### config.mk
export PLATFORM = sky130hd
export DESIGN_NAME = ram_serial_responder
export DESIGN_NICKNAME = d
export VERILOG_FILES = /design/src/rtl/ram_serial_responder.sv
export SDC_FILE = /design/constraint.sdc
export NUM_CORES = 2
export LEC_CHECK = 0
export ABC_AREA = 1
export CAP_MARGIN = 0
export CORE_MARGIN = 3
export CORE_UTILIZATION = 50
export DETAILED_ROUTE_END_ITERATION = 6
export GPL_ROUTABILITY_DRIVEN = 0
export MAX_ROUTING_LAYER = met4
export PLACE_DENSITY = 0.66
export SETUP_SLACK_MARGIN = 0.3
export SYNTH_ARGS = -nofsm -noshare
export SYNTH_HDL_FRONTEND = slang
export SYNTH_SLANG_ARGS = --single-unit
### constraint.sdc
create_clock -name clk -period 20.8 [get_ports clk]
set_input_delay 2.08 -clock clk [delete_from_list [all_inputs] [get_ports clk]]
set_output_delay 2.08 -clock clk [all_outputs]
set_load 0.05 [all_outputs]
### src/rtl/ram_serial_responder.sv
// Multi-cycle byte/word responder for the pipeline data-memory port.
// Moves one byte per clock through a big-endian 2**ADDR_W x 8 array and pulses done on completion.
module ram_serial_responder #(
  parameter int ADDR_W = 8
) (
  input  logic              clk,
  input  logic              R,
  input  logic              E,
  input  logic              RW,
  input  logic              Size,
  input  logic [ADDR_W-1:0] Addd,
  input  logic [31:0]       DI,
  output logic [31:0]       DO,
  output logic              busy,
  output logic              done
);

  typedef enum logic [1:0] {
    IDLE = 2'd0,
    XFER = 2'd1,
    FIN  = 2'd2
  } state_t;

  state_t            state_q;
  logic [ADDR_W-1:0] addr_q;
  logic              rw_q;
  logic              size_q;
  logic [31:0]       di_q;
  logic [31:0]       asm_q;
  logic [31:0]       asm_d;
  logic [31:0]       do_q;
  logic [1:0]        k_q;
  logic              busy_q;
  logic              done_q;

  logic [7:0]        Mem [0:2**ADDR_W-1];

  logic [ADDR_W-1:0] addr_cur;
  logic [7:0]        rd_byte;
  logic [7:0]        wr_byte;
  logic              last_beat;

  // Beat k touches addr+k; the ADDR_W-bit add gives the wrap past the top for free.
  always_comb begin
    // NOTE: every always_comb output gets a default first so no latch is inferred.
    addr_cur  = addr_q + ADDR_W'(k_q);
    rd_byte   = Mem[addr_cur];
    last_beat = !size_q || (k_q == 2'd3);
    wr_byte   = di_q[7:0];
    asm_d     = asm_q;
    if (size_q) begin
      case (k_q)
        2'd0: begin wr_byte = di_q[31:24]; asm_d[31:24] = rd_byte; end
        2'd1: begin wr_byte = di_q[23:16]; asm_d[23:16] = rd_byte; end
        2'd2: begin wr_byte = di_q[15:8];  asm_d[15:8]  = rd_byte; end
        default: begin wr_byte = di_q[7:0]; asm_d[7:0] = rd_byte; end
      endcase
    end
  end

  // NOTE: the storage array has no reset; R only gates the write so an aborted beat never lands.
  always_ff @(posedge clk) begin
    if (!R && state_q == XFER && rw_q) begin
      Mem[addr_cur] <= wr_byte;
    end
  end

  // NOTE: sequential state uses non-blocking assignments only, so all flops see pre-edge values.
  always_ff @(posedge clk) begin
    if (R) begin
      state_q <= IDLE;
      addr_q  <= '0;
      rw_q    <= 1'b0;
      size_q  <= 1'b0;
      di_q    <= '0;
      asm_q   <= '0;
      do_q    <= '0;
      k_q     <= '0;
      busy_q  <= 1'b0;
      done_q  <= 1'b0;
    end else begin
      case (state_q)
        IDLE, FIN: begin
          done_q <= 1'b0;
          if (E) begin
            state_q <= XFER;
            busy_q  <= 1'b1;
            addr_q  <= Addd;
            rw_q    <= RW;
            size_q  <= Size;
            di_q    <= DI;
            k_q     <= '0;
          end else begin
            state_q <= IDLE;
            busy_q  <= 1'b0;
          end
        end
        XFER: begin
          asm_q <= asm_d;
          if (last_beat) begin
            state_q <= FIN;
            busy_q  <= 1'b0;
            done_q  <= 1'b1;
            // DO changes only here, so a word read never exposes a partial value.
            if (!rw_q) begin
              do_q <= size_q ? asm_d : {24'b0, rd_byte};
            end
          end else begin
            k_q <= k_q + 2'd1;
          end
        end
        default: begin
          state_q <= IDLE;
          busy_q  <= 1'b0;
          done_q  <= 1'b0;
        end
      endcase
    end
  end

  assign DO   = do_q;
  assign busy = busy_q;
  assign done = done_q;

endmodule

==> reports/metrics.yaml <==
status: "finished with violations"
violations: "max-slew violations"
ios: 79
die-area_mm2: 0.184
finalHoldViolations: 0
min_path_type: "reg2reg"
hpwl_mm: 142
finalCriticalPeriod_ns: 6.08
cp-start-kind: "register"
drt_iter0_drc: 8760
critical_path_class: "reg2reg"
clockRootBuffer: "clkbuf_16"
area_growth_pct: 10.6
reg2reg_depth: 18
cts_sinks: 2159
htree_levels: 4
synth-seq-cells: 2159
drive_gt1_frac: 0.0497
synth.distinct_cells: 29
cap_viol_max_count: 0
post-route-drc-count: 0
swShare: 0.256
fp.dieW_um: 429
setup-violations-final: 0
p_int_w: 0.00728
cts_setup_buffers: 0
tns_ns: 0
crit_buf_inv: 3
numCtsBuffers: 216
p_total_w: 0.00979
fin_util: 0.559
crit_arrival_ns: 6.84
cts_tree: "yes"
cts_buffer_depth: 3
netlist_area_mm2: 0.0895
grt_start_max_net_pins: 211
cpMostUsedCell: "nand2_1"
via_per_inst: 5.75
wl_per_cell_um: 23.4
p_per_area_mw_per_mm2: 99.0
cts_resized: 0
diodes: 0
wl_mm: 255
insertion_delay_ns: 0.84
yosys_warnings: 0
dr.pass1.iters: 6
max_freq_ghz: 0.164
net-switching-power_w: 0.00251
finalNonFillerCells: 10896
min_path_cells: 2
grt_antenna_before_repair: 4
relSlewSlack: -0.0986
p_clk_frac: 0.388
fill_cells: 14784
ant_nets: 0
path_clk_slew_ns: 0.06
critPathMaxStageDelay_ns: 1.27
via_count: 62628
post-place-cells: 10501
pwr-share-seq: 0.500
required_ns: 21.56
grt_first_pass_wirelength_mm: 382
grt_pass1_vias: 59015
portBuffers: 78
dieHeight_um: 429
synth.net_count: 8556
core_mm2: 0.177
skew_ns: 0.0257
combPwrFrac: 0.112
cp-end-kind: "register"
pre_cts_slack_ns: 14.84
ir_worst_vdd_mv: 0.0698
worst_pin_slew_ns: 1.65
finalWorstSetupSlack_ns: 14.72
multiInputGateArea_mm2: 0.0237
gr-total-overflow: 0
crit_fanout: 71
layout.nets: 8432
path_cells: "ha_4 > fa_4 > buf_4 > nand2_2 > inv_6 > buf_4 > nand2_1 > nand4_1 > nand3_1 > nand2_1 > nand2_1 > nand2_1 > o21ai_1 > nand2_1 > nor2_1 > nand2_1 > o211ai_1 > a21oi_1"
slowest_stage: "fa_4"
drv_slew: 85
cts_hold_buf: 0
finalCritPeriodShare: 0.292
yosysSeqAreaShare: 0.712
rsz0062_at_grt: "no"
initial_core_util: 0.505
synth.avg_cell_area_um2: 10.5
synthCells: 8503
cp_num_cells: 18
grt_use_total: 0.282
crit_family: "buffers and inverters"
register_area_mm2: 0.0637
placementRows: 154
p_leak_nw: 37.4
## registers in the layout, summed over array words and instances (netlist names), 2 cells and up
name,cells
state_q,2
Mem,2048
di_q,32
k_q,2
asm_q,32
addr_q,8
DO,32
## cells in the final DEF (no fill, tap or decap), drive strengths merged, types with 7 or more instances in the layout
cell           count
nand4            117
clkbuf           278
clkinv            90
ha                 7
or2                8
o211ai            24
nor2             483
nand2           4208
a31oi              8
edfxtp          2048
inv               62
clkdlybuf4s50     78
a21oi            118
o21ai            131
dfxtp            111
bufinv            19
nand3            670
buf               83
## metrics by stage
step / hold WS (ns) / instance area, um2
6_report: 0.474 / 98900
5_1_grt: 0.497 / 98900
4_1_cts: 0.472 / 98900
3_5_place_dp: 0.463 / 92100
3_3_place_gp: 0.461 / 92100
2_1_floorplan: 0.455 / 89500
## final timing paths
path / slack, ns / end / start
setup / recovery: 14.72 / DO[26]$_SDFFE_PP0P_ / k_q[0]$_SDFFE_PP0P_
hold / removal: 0.47 / DO[29]$_SDFFE_PP0P_ / DO[29]$_SDFFE_PP0P_
setup reg to reg: 14.72 / DO[26]$_SDFFE_PP0P_ / k_q[0]$_SDFFE_PP0P_
hold reg to reg: 0.47 / DO[29]$_SDFFE_PP0P_ / DO[29]$_SDFFE_PP0P_
## cell type report
class | instances | area share
Clock buffer | 278 | 0.0579
Tap cell | 2340 | 0.0296
Sequential cell | 2159 | 0.644
Inverter | 57 | 0.00239
Multi-Input combinational cell | 5784 | 0.239
Timing Repair Buffer | 161 | 0.0158
Clock inverter | 117 | 0.0109
## tightest hold or removal path, delay by kind of cell (launching register included)
kind             cells  cell delay [ns]
flip-flops           1             0.31
AO/OA/AOI/OAI        1             0.06
AND/OR/NAND/NOR      1             0.06
## routing by layer
| layer | GRT usage | part of all wire | vias up |
|---|---|---|---|
| li1 | - | - | 28319 |
| met1 | 0.396 | 0.40 | 30272 |
| met2 | 0.417 | 0.45 | 3522 |
| met3 | 0.0522 | 0.11 | 515 |
| met4 | 0.0947 | 0.035 | 0 |
| met5 | - | 0 | - |
## power groups by stage
| stage | combinational, W | clock (W) | sequential [W] |
|---|---|---|---|
| 2_1_floorplan | 0.000635 | 0 | 0.00507 |
| 3_3_place_gp | 0.00107 | 0 | 0.00498 |
| 3_5_place_dp | 0.00108 | 0 | 0.00498 |
| 4_1_cts | 0.00108 | 0.00383 | 0.00489 |
| 5_1_grt | 0.00119 | 0.00401 | 0.00489 |
| 6_report | 0.00110 | 0.00380 | 0.00489 |
## synth_stat cells
| master | n | area [um2] |
|---|---|---|
| nand2_1 | 4207 | 15800 |
| edfxtp_1 | 2048 | 61500 |
| nand3_1 | 670 | 3350 |
| nor2_1 | 480 | 1800 |
| clkbuf_1 | 301 | 1130 |
| buf_2 | 168 | 841 |
| nand4_1 | 117 | 732 |
| a21oi_1 | 116 | 581 |
| dfxtp_1 | 111 | 2220 |
| o21ai_0 | 75 | 375 |
| o21ai_1 | 56 | 280 |
| inv_1 | 53 | 199 |
| buf_1 | 33 | 124 |
| o211ai_1 | 24 | 180 |
| a31oi_1 | 8 | 50.1 |
| or2_2 | 8 | 50.1 |
| ha_1 | 7 | 87.6 |
| clkinv_1 | 3 | 11.3 |
| nor2_2 | 3 | 18.8 |
| nor3_1 | 3 | 15.0 |
| xor2_1 | 3 | 26.3 |
| a21oi_2 | 2 | 17.5 |
| buf_4 | 1 | 7.51 |
| fa_1 | 1 | 20.0 |
| inv_2 | 1 | 3.75 |
| nand2_2 | 1 | 6.26 |
| nand3b_1 | 1 | 7.51 |
| xnor2_1 | 1 | 8.76 |
| xnor2_2 | 1 | 16.3 |
## logic make-up after synthesis
logic type      Yosys count  synth area share
xor+xnor                  5          0.000574
compound gates          281            0.0166
fa+ha+maj                 8           0.00120
buf+inv                 560            0.0259
flops                  2159             0.712
simple gates           5490             0.243
No activity file was read; power rests on OpenSTA's default activity.
